--- src/rtl/pci_arb_pkg.sv ---
`default_nettype none
// ============================================================================
// Module   : pci_arb_pkg
// Brief    : Shared constants and state encoding for the PCI bus arbiter.
// Revision : 1.0 - initial release
// ============================================================================
package pci_arb_pkg;

    localparam int C_N_REQ       = 8;
    localparam int C_GNT_TIMEOUT = 16;

    localparam logic [1:0] MODE_PRIO = 2'b00;
    localparam logic [1:0] MODE_RR   = 2'b01;
    localparam logic [1:0] MODE_FCFS = 2'b11;

    typedef enum logic [1:0] {
        ST_IDLE    = 2'd0,
        ST_GRANTED = 2'd1,
        ST_BUSY    = 2'd2
    } state_t;

endpackage
`default_nettype wire

--- src/rtl/pci_fcfs_queue.sv ---
`default_nettype none
// ============================================================================
// Module   : pci_fcfs_queue
// Brief    : Ordered arrival queue of requester indices with multi-enqueue,
//            arbitrary removal and same-cycle compaction.
// Revision : 1.0 - initial release
// ============================================================================
module pci_fcfs_queue #(
    parameter int DEPTH = 8,
    parameter int IDX_W = 3
) (
    input  logic             clk,
    input  logic             rst,
    input  logic [DEPTH-1:0] i_enq_mask,
    input  logic [DEPTH-1:0] i_rm_mask,
    output logic [IDX_W-1:0] o_head,
    output logic             o_empty
);

    localparam int CNT_W = $clog2(DEPTH + 1);

    logic [IDX_W-1:0] r_slot [DEPTH];
    logic [CNT_W-1:0] r_count;

    logic [IDX_W-1:0] w_slot [DEPTH];
    logic [CNT_W-1:0] w_count;
    logic [DEPTH-1:0] w_kept;

    // head/empty reflect this cycle's removals and arrivals, so a lone new
    // requester can win arbitration on the same edge it is enqueued.
    always_comb begin
        w_slot  = '{default: '0};
        w_count = '0;
        w_kept  = '0;
        for (int i = 0; i < DEPTH; i++) begin
            if ((CNT_W'(i) < r_count) && !i_rm_mask[r_slot[i]]) begin
                w_slot[w_count[IDX_W-1:0]] = r_slot[i];
                w_kept[r_slot[i]]          = 1'b1;
                w_count                    = w_count + CNT_W'(1);
            end
        end
        for (int d = 0; d < DEPTH; d++) begin
            if (i_enq_mask[d] && !w_kept[d] && (w_count < CNT_W'(DEPTH))) begin
                w_slot[w_count[IDX_W-1:0]] = IDX_W'(d);
                w_count                    = w_count + CNT_W'(1);
            end
        end
    end

    assign o_head  = w_slot[0];
    assign o_empty = (w_count == '0);

    always_ff @(posedge clk) begin
        if (rst) begin
            r_slot  <= '{default: '0};
            r_count <= '0;
        end else begin
            r_slot  <= w_slot;
            r_count <= w_count;
        end
    end

endmodule
`default_nettype wire

--- src/rtl/pci_bus_arbiter.sv ---
`default_nettype none
// ============================================================================
// Module   : pci_bus_arbiter
// Brief    : Central eight-device PCI arbiter with priority, round-robin and
//            FCFS policies; grants change hands only at bus-idle boundaries.
// Revision : 1.0 - initial release
// ============================================================================
module pci_bus_arbiter
    import pci_arb_pkg::*;
#(
    parameter int N_REQ       = C_N_REQ,
    parameter int GNT_TIMEOUT = C_GNT_TIMEOUT
) (
    input  logic                     CLK,
    input  logic                     RST,
    input  logic [N_REQ-1:0]         REQ_N,
    input  logic [1:0]               MODE,
    input  logic                     FRAME_N,
    input  logic                     IRDY_N,
    output logic [N_REQ-1:0]         GNT_N,
    output logic                     GNT_VALID,
    output logic [$clog2(N_REQ)-1:0] GNT_IDX
);

    localparam int IDX_W = $clog2(N_REQ);
    localparam int CNT_W = $clog2(GNT_TIMEOUT + 1);

    state_t           r_state, w_state_nxt;
    logic [N_REQ-1:0] r_gnt_n, w_gnt_n_nxt;
    logic             r_gnt_valid, w_gnt_valid_nxt;
    logic [IDX_W-1:0] r_gnt_idx, w_gnt_idx_nxt;
    logic [IDX_W-1:0] r_rr_ptr;
    logic [CNT_W-1:0] r_cnt, w_cnt_nxt;
    logic             w_release;

    logic [N_REQ-1:0] w_req;
    logic [N_REQ-1:0] w_hold;
    logic [N_REQ-1:0] w_pop;
    logic [IDX_W-1:0] w_prio_idx;
    logic [IDX_W-1:0] w_rr_idx;
    logic [IDX_W-1:0] w_rr_cand;
    logic             w_rr_found;
    logic [IDX_W-1:0] w_fcfs_head;
    logic             w_fcfs_empty;
    logic [IDX_W-1:0] w_winner;

    assign w_req  = ~REQ_N;
    assign w_hold = (r_gnt_valid && !w_release) ? ~r_gnt_n : '0;
    assign w_pop  = w_release ? (N_REQ'(1) << r_gnt_idx) : '0;

    pci_fcfs_queue #(
        .DEPTH (N_REQ),
        .IDX_W (IDX_W)
    ) u_fcfs_queue (
        .clk        (CLK),
        .rst        (RST),
        .i_enq_mask (w_req & ~w_hold),
        .i_rm_mask  (~w_req | w_pop),
        .o_head     (w_fcfs_head),
        .o_empty    (w_fcfs_empty)
    );

    always_comb begin
        w_prio_idx = '0;
        for (int i = N_REQ - 1; i >= 0; i--) begin
            if (w_req[i]) w_prio_idx = IDX_W'(i);
        end
    end

    // Offset N_REQ wraps to the pointer itself, so the last granted device
    // is considered only after every other requester.
    always_comb begin
        w_rr_idx   = '0;
        w_rr_cand  = '0;
        w_rr_found = 1'b0;
        for (int k = 1; k <= N_REQ; k++) begin
            w_rr_cand = r_rr_ptr + IDX_W'(k);
            if (!w_rr_found && w_req[w_rr_cand]) begin
                w_rr_idx   = w_rr_cand;
                w_rr_found = 1'b1;
            end
        end
    end

    always_comb begin
        case (MODE)
            MODE_RR:   w_winner = w_rr_idx;
            MODE_FCFS: w_winner = w_fcfs_empty ? w_prio_idx : w_fcfs_head;
            default:   w_winner = w_prio_idx;
        endcase
    end

    always_comb begin
        w_state_nxt     = r_state;
        w_gnt_n_nxt     = r_gnt_n;
        w_gnt_valid_nxt = r_gnt_valid;
        w_gnt_idx_nxt   = r_gnt_idx;
        w_cnt_nxt       = r_cnt;
        w_release       = 1'b0;
        case (r_state)
            ST_IDLE: begin
                if (|w_req) begin
                    w_state_nxt     = ST_GRANTED;
                    w_gnt_n_nxt     = ~(N_REQ'(1) << w_winner);
                    w_gnt_valid_nxt = 1'b1;
                    w_gnt_idx_nxt   = w_winner;
                    w_cnt_nxt       = '0;
                end
            end
            ST_GRANTED: begin
                if (!FRAME_N) begin
                    w_state_nxt = ST_BUSY;
                end else if (!w_req[r_gnt_idx] || (r_cnt == CNT_W'(GNT_TIMEOUT - 1))) begin
                    w_release = 1'b1;
                end else begin
                    w_cnt_nxt = r_cnt + CNT_W'(1);
                end
            end
            ST_BUSY: begin
                if (FRAME_N && IRDY_N) w_release = 1'b1;
            end
            default: w_state_nxt = ST_IDLE;
        endcase
        if (w_release) begin
            w_state_nxt     = ST_IDLE;
            w_gnt_n_nxt     = '1;
            w_gnt_valid_nxt = 1'b0;
        end
    end

    always_ff @(posedge CLK) begin
        if (RST) begin
            r_state     <= ST_IDLE;
            r_gnt_n     <= '1;
            r_gnt_valid <= 1'b0;
            r_gnt_idx   <= '0;
            r_rr_ptr    <= IDX_W'(N_REQ - 1);
            r_cnt       <= '0;
        end else begin
            r_state     <= w_state_nxt;
            r_gnt_n     <= w_gnt_n_nxt;
            r_gnt_valid <= w_gnt_valid_nxt;
            r_gnt_idx   <= w_gnt_idx_nxt;
            r_cnt       <= w_cnt_nxt;
            if (w_release) r_rr_ptr <= r_gnt_idx;
        end
    end

    assign GNT_N     = r_gnt_n;
    assign GNT_VALID = r_gnt_valid;
    assign GNT_IDX   = r_gnt_idx;

endmodule
`default_nettype wire
--- config.mk ---
export PLATFORM = sky130hd
export DESIGN_NAME = pci_bus_arbiter
export DESIGN_NICKNAME = d
export VERILOG_FILES = /design/src/rtl/pci_arb_pkg.sv /design/src/rtl/pci_fcfs_queue.sv /design/src/rtl/pci_bus_arbiter.sv
export SDC_FILE = /design/constraint.sdc
export NUM_CORES = 1
export LEC_CHECK = 0
export CAP_MARGIN = 20
export CORE_AREA = 2 2 100 174
export CTS_BUF_LIST = sky130_fd_sc_hd__clkbuf_2
export DETAILED_ROUTE_END_ITERATION = 8
export DIE_AREA = 0 0 102 176
export GPL_TIMING_DRIVEN = 0
export PLACE_DENSITY = 0.8
export SETUP_SLACK_MARGIN = 0.02
export SLEW_MARGIN = 20
export SYNTH_ARGS = -nofsm -noshare
export SYNTH_HDL_FRONTEND = slang
export SYNTH_SLANG_ARGS = --single-unit
--- constraint.sdc ---
create_clock -name CLK -period 14.4 [get_ports CLK]
set_input_delay 2.88 -clock CLK [delete_from_list [all_inputs] [get_ports CLK]]
set_output_delay 2.88 -clock CLK [all_outputs]
set_load 0.1 [all_outputs]
==> results of run 1 <==
repair_timing:
item | CTS | global route
buffers inserted | 9 | 12
resized for setup | 31 | 25
pin swaps | 6 | 11
hold buffers | 0 | 0
gates cloned | 0 | 1
setup endpoints to repair | 39 | 39
cell usage after synthesis (19+ instances only):
cell        n  area [µm²]
a21oi_1   102       510.5
a31oi_1    36       225.2
clkbuf_1   52       195.2
dfxtp_1    50        1001
ha_1       21       262.8
inv_1      36       135.1
mux2i_1    43       430.4
mux4_2     19       427.9
nand2_1   159       596.8
nand3_1    56       280.3
nand4_1    21       131.4
nor2_1    175       656.9
nor3_1     48       240.2
o21ai_0    71       355.3
or3_1      21       131.4
xnor2_1    24       210.2
cells by family after synthesis:
kind of cell	after synthesis	synth area share, %
AO/OA/AOI/OAI	418	32.41
XOR/XNOR	46	6.332
adder cells (fa/ha/maj)	22	2.897
buffers and inverters	125	6.102
flip-flops	50	10.26
multiplexers	73	10.20
AND/OR/NAND/NOR	615	31.80
worst register-to-register path, delay by kind of cell, from the launching register on:
kind,cells,cell delay [ns]
flops,1,0.39
buf+inv,8,1.06
compound gates,16,3.47
fa+ha+maj,9,2.66
xor+xnor,2,0.47
simple gates,15,3.63
mux,1,0.31
cell usage in the layout (no fill, tap or decap), types with 7 or more instances in the layout:
master,instances
o21a_1,9
a21oi_2,10
nand4_1,21
nor2_2,8
a21oi_1,96
mux2i_1,40
xnor2_1,23
a31oi_1,36
a32oi_1,15
nor2b_1,15
buf_2,7
ha_1,18
a21o_1,9
buf_6,7
nor4_1,10
a211oi_1,13
dfxtp_1,50
buf_4,28
mux2_2,9
nand2_1,159
xnor3_1,8
mux4_2,19
nand3_1,56
nor2_1,169
o21ai_0,70
inv_1,35
and3_1,17
or2_2,7
o22ai_1,13
o211ai_1,15
nand2b_1,11
clkdlybuf4s50_1,25
nor3_1,48
or3_1,20
and2_1,15
clkbuf_1,49
metal layers:
layer / track usage, % / wire length (µm) / up-vias
li1: - / - / 5198
met1: 43.10 / 12630 / 5226
met4: 29.06 / 3050 / 0
met3: 5.067 / 2743 / 220
met2: 68.67 / 18020 / 667
met5: 0 / 0 / -
area by class of cell:
type	count	share of cell area [%]
clock buffer	5	0.2324
tap	224	2.603
inverter	41	1.452
multi-input combinational	1175	78.15
timing repair buffer	46	3.788
clock inverter	2	0.3602
sequential	50	9.296
buffer	82	4.113
registers in the layout, summed over array words and instances (netlist names):
signal,cells
GNT_N,8
r_rr_ptr,3
GNT_IDX,3
r_state,2
u_fcfs_queue.r_slot,24
u_fcfs_queue.r_count,4
GNT_VALID,1
r_cnt,5
through the flow:
| step | TNS, ns | instance area (µm²) | utilization [%] | hold slack, ns | std cells |
|---|---|---|---|---|---|
| floorplan | 0 | 9761 | - | 0.4533 | 1349 |
| global placement | -70.51 | 10290 | 62.58 | 0.4650 | 1598 |
| detailed placement | -75.59 | 10290 | 62.58 | 0.4834 | 1598 |
| CTS | 0 | 10570 | 64.24 | 0.5156 | 1614 |
| global route | -0.04547 | 10770 | 65.47 | 0.5737 | 1625 |
| finish | 0 | 10770 | 65.47 | 0.5165 | 1625 |
worst paths after layout:
path | depth (start not counted) | start | to | slack [ns]
max | 49 | IRDY_N | GNT_N[1] | 0.42
min | 2 | r_cnt[3] | r_cnt[3] | 0.52
min reg2reg | 2 | r_cnt[3] | r_cnt[3] | 0.52
max reg2reg | 51 | r_cnt[0] | GNT_N[1] | 2.29
==> metrics.md, run 1 <==
| Metric | Value |
|---|---|
| CTS tree | `yes` |
| Area delta synth->final | `10.32%` |
| # IOs | `26` |
| Tcrit/Tclk final | `between 90% and 100%` |
| Fillers | `about 1500` |
| YS warnings | `0` |
| CTS max path bufs | `2` |
| Worst path max stage delay | `roughly 0.54 ns` |
| DP Wirelength | `28.27 mm` |
| Inserted Clock Buffers | `5` |
| Starting Density | `between 50% and 60%` |
| Horiz. Die Dim | `just over 100 µm` |
| Register area | `approximately 1000 µm²` |
| H-tree Lvls | `2` |
| First-pass GRT wire length | `55.82 mm` |
| Clock Skew | `around 0.041 ns` |
| Routed vias/inst | `between 6 and 7` |
| Max-slew violation count | `0` |
| Post-DRT Antenna Nets | `0` |
| WL/cell | `around 22 µm` |
| Diode count | `0` |
| Die height | `around 180 µm` |
| Crit path DAT | `14.34 ns` |
| Worst slack, placed | `-2.504 ns` |
| Slew @ Worst Pin | `between 1 and 1.5 ns` |
| Routed vias | `between 10000 and 15000` |
| DRC | `0` |
| Gr usage total | `between 30% and 40%` |
| Startpoint types | `input pin` |
| GRT overflow | `0` |
| Endpoints failing hold | `0` |
| Worst-Skew Late Latency | `0.47 ns` |
| Layout cells sized above 1 | `around 16%` |
| Crit. End Element | `flip-flop` |
| Syn Nets | `roughly 1400` |
| Core Footprint | `~16000 µm²` |
| Main flop type after synthesis | `dfxtp_1` |
| Crit-path leading delay family | `compound AO/OA/AOI/OAI gates` |
| Final worst path period need | `13.98 ns` |
| Yosys reg bits | `50` |
| Seq/Total Area, Yosys | `10.26%` |
| Max-Cap Viols | `0` |
| Syn avg cell area | `approximately 7.2 µm²` |
| Synthesized area | `between 9000 and 10000 µm²` |
| Final net count | `between 1000 and 1500` |
| DRT Wirelength | `~36 mm` |
| Largest net degree at the start of global routing | `16` |
| Slew headroom | `a little under a fifth` |
| Drt first pass iters | `6` |
| Worst Hold Class | `reg2reg` |
| Cells after Synth | `1349` |
| Footprint of the multi-input gates | `about 8400 µm²` |
| Status | `finished, final reports clean` |
| Clk slew on worst S/H paths | `0.28 ns` |
| Port Buffers | `25` |
| Max FO, Critical Path | `10` |
| Slack of the critical path | `roughly 0.42 ns` |
| GPL Wtd Cong | `1.140` |
| Placement row count | `62` |
| Vias in the first global route | `10650` |
| Root buf cell | `clkbuf_2` |
| # setup viols final | `0` |
| Slowest-stage cell, CP | `fa_2` |
| DIE AREA | `roughly 18000 µm²` |
| Crit Path Category | `in2reg` |
| DR iter-0 viols | `around 940` |
| Clk sinks | `50` |
| Post-synth EDFFs | `0` |
| Fmax | `71.51 MHz` |
| CP Buf/Inv Count | `9` |
| Post-synth cell types | `~140` |
| Crit path required time | `between 10 and 15 ns` |
| Async S/R FF share, synth | `0%` |
| Initial antenna violation count | `0` |
Power of run 1 is left out: the tool's default activity adds up to more than one toggle a clock period on the data nets, which glitch-free logic cannot reach.
==> run 2, diff against run 1 <==
--- a/config.mk
+++ b/config.mk
@@ -6,13 +6,14 @@
 export NUM_CORES = 1
 export LEC_CHECK = 0
 export CAP_MARGIN = 20
-export CORE_AREA = 2 2 100 174
+export CORE_AREA = 2 2 104 182
 export CTS_BUF_LIST = sky130_fd_sc_hd__clkbuf_2
 export DETAILED_ROUTE_END_ITERATION = 8
-export DIE_AREA = 0 0 102 176
+export DIE_AREA = 0 0 106 184
 export GPL_TIMING_DRIVEN = 0
-export PLACE_DENSITY = 0.8
+export PLACE_DENSITY = 0.74
 export SETUP_SLACK_MARGIN = 0.02
+export SKIP_LAST_GASP = 1
 export SLEW_MARGIN = 20
 export SYNTH_ARGS = -nofsm -noshare
 export SYNTH_HDL_FRONTEND = slang
==> run 2 against run 1 <==
Against the previous run:
- the flow now finishes with violations (design-rule violations)
- clock-buffer cell count unchanged
- clock skew decreased by 0.00065 ns
- sequential share of layout area about the same
- design area decreased by 0.42%
- fmax shrank 0.50%
- critical path type unchanged
==> metrics.md, run 2 (synthesis results as in run 1) <==
| Metric | Value |
|---|---|
| WL/cell | `22.90 µm (+2.1%)` |
| Top reg by flops | `u_fcfs_queue.r_slot` |
| Utilization after layout | `59.66% (-5.8 points)` |
| Max-Cap Viols | `0 (unchanged)` |
| CTS max path bufs | `2 (unchanged)` |
| Most frequent cells in the layout | `nor2_1 (170), nand2_1 (157), a21oi_1 (97)` |
| Worst path max stage delay | `0.61 ns (+0.07 ns)` |
| Area delta synth->final | `9.858%` |
| Final net count | `1435 (-0.14%)` |
| Slew headroom | `20.22% (+1.5 points)` |
| Fillers | `1761 (+14%)` |
| Clock Skew | `0.04026 ns (-0.0006499 ns)` |
| Gr usage total | `37.63% (-2.0 points)` |
| Crit. End Element | `flip-flop` |
| DRT Wirelength | `37.42 mm (+2.7%)` |
| Slew @ Worst Pin | `1.166 ns (-0.04139 ns)` |
| Slack of the critical path | `0.3455 ns (-0.07017 ns)` |
| First-pass GRT wire length | `57.70 mm (+3.4%)` |
| CTS tree | `yes` |
| DR iter-0 viols | `978 (+4.5%)` |
| Final worst path period need | `14.05 ns (+0.07017 ns)` |
| Slowest-stage cell, CP | `clkdlybuf4s50_1` |
| Port Buffers | `25 (unchanged)` |
| GRT overflow | `0 (unchanged)` |
| Post-DRT Antenna Nets | `0 (unchanged)` |
| Worst-Skew Late Latency | `0.49 ns (+0.02 ns)` |
| Placement row count | `65 (+4.8%)` |
| Starting Density | `54.31% (-5.0 points)` |
| Layout cells sized above 1 | `15.43% (-0.20 points)` |
| Vias in the first global route | `10780 (+1.2%)` |
| Crit path DAT | `14.48 ns (+0.14 ns)` |
| Drt first pass iters | `7 (+1)` |
| # setup viols final | `0 (unchanged)` |
| Fmax | `71.15 MHz (-0.50%)` |
| Routed vias/inst | `6.886 (-1.1%)` |
| Horiz. Die Dim | `106 µm (+3.9%)` |
| DRC | `1 (+1)` |
| Most common cell after layout, fill and taps aside | `nor2_1` |
| Crit Path Category | `in2reg` |
| Max FO, Critical Path | `10 (unchanged)` |
| Endpoints failing hold | `0 (unchanged)` |
| Clk sinks | `50 (unchanged)` |
| Die height | `184 µm (+4.5%)` |
| Tcrit/Tclk final | `97.60% (+0.49 points)` |
| Crit path required time | `14.82 ns (+0.06 ns)` |
| Inserted Clock Buffers | `5 (unchanged)` |
| Worst Hold Class | `reg2reg` |
| Startpoint types | `input pin` |
| GPL Wtd Cong | `1.044 (-8.4%)` |
| Initial antenna violation count | `0 (unchanged)` |
| Core Footprint | `17970 µm² (+9.3%)` |
| CTS Hold Bufs | `0 (unchanged)` |
| DIE AREA | `19500 µm² (+8.6%)` |
| Status | `finished, violations left` |
| Root buf cell | `clkbuf_2` |
| # IOs | `26 (unchanged)` |
| Routed vias | `11250 (-0.53%)` |
| Violated checks | `design-rule violations` |
| Worst slack, placed | `-2.762 ns (-0.2576 ns)` |
| H-tree Lvls | `2 (unchanged)` |
| Max-slew violation count | `0 (unchanged)` |
| Diode count | `0 (unchanged)` |
| Clk slew on worst S/H paths | `0.29 ns (about the same)` |
| Max FFs per register | `24 (unchanged)` |
| DP Wirelength | `29.66 mm (+4.9%)` |
| Largest net degree at the start of global routing | `17 (+1)` |
[run 2: cell count changes in the layout (fill, tap and decap cells not counted), moves of 2 or more]
cell,change
nand2_2,+2
nor2_2,-2
nand2_1,-2
a21oi_2,-2
clkinv_2,+2
[run 2: worst paths after layout]
kind | to | startpoint | depth (start not counted) | slack [ns]
worst max-delay path | GNT_N[3] | FRAME_N | 49 | 0.35
worst min-delay path | r_cnt[3] | r_cnt[3] | 2 | 0.52
worst max register to register | GNT_N[3] | r_cnt[0] | 53 | 2.18
worst min register to register | r_cnt[3] | r_cnt[3] | 2 | 0.52
[run 2: stage by stage]
| step | instances | hold slack [ns] | cell area (µm²) | setup TNS, ns |
|---|---|---|---|---|
| floorplan | 1349 | 0.4533 | 9761 | 0 |
| CTS | 1627 | 0.5157 | 10580 | 0 |
| detailed placement | 1608 | 0.4838 | 10300 | -85.29 |
| global route | 1634 | 0.5627 | 10720 | -0.005303 |
| finish | 1634 | 0.5234 | 10720 | 0 |
| global placement | 1608 | 0.4682 | 10300 | -76.42 |
[run 2: layout make-up]
class / count / area, µm² / share of cell area (%)
Multi-Input combinational cell: 1174 / 8389 / 78.24
Timing Repair Buffer: 45 / 400.4 / 3.734
Inverter: 41 / 156.4 / 1.459
Clock inverter: 3 / 18.77 / 0.1750
Sequential cell: 50 / 1001 / 9.335
Tap cell: 234 / 292.8 / 2.730
Clock buffer: 5 / 25.02 / 0.2334
Buffer: 82 / 439.2 / 4.096
[run 2: repair_timing]
| action | CTS | global route |
|---|---|---|
| resized for setup | 30 | 25 |
| setup endpoints to repair | 39 | 39 |
| pin swaps | 8 | 9 |
| buffers inserted | 11 | 9 |
[run 2: worst max-delay path, delay by kind of cell]
kind	cells	cell delay [ns]
AO/OA/AOI/OAI	14	2.69
buffers and inverters	9	1.67
AND/OR/NAND/NOR	16	4.01
multiplexers	1	0.48
XOR/XNOR	2	0.48
adder cells (fa/ha/maj)	7	2.19
[run 2: routing by layer]
metal	share of wire [%]	routed length [µm]	vias to the layer above	global-route usage, %
met2	50	18740	595	68.77
met5	0	0	-	0
met1	35	13050	5271	39.39
li1	-	-	5191	-
met3	6.6	2487	194	4.325
met4	8.4	3139	0	26.79
Power of run 2 is left out for the same reason.
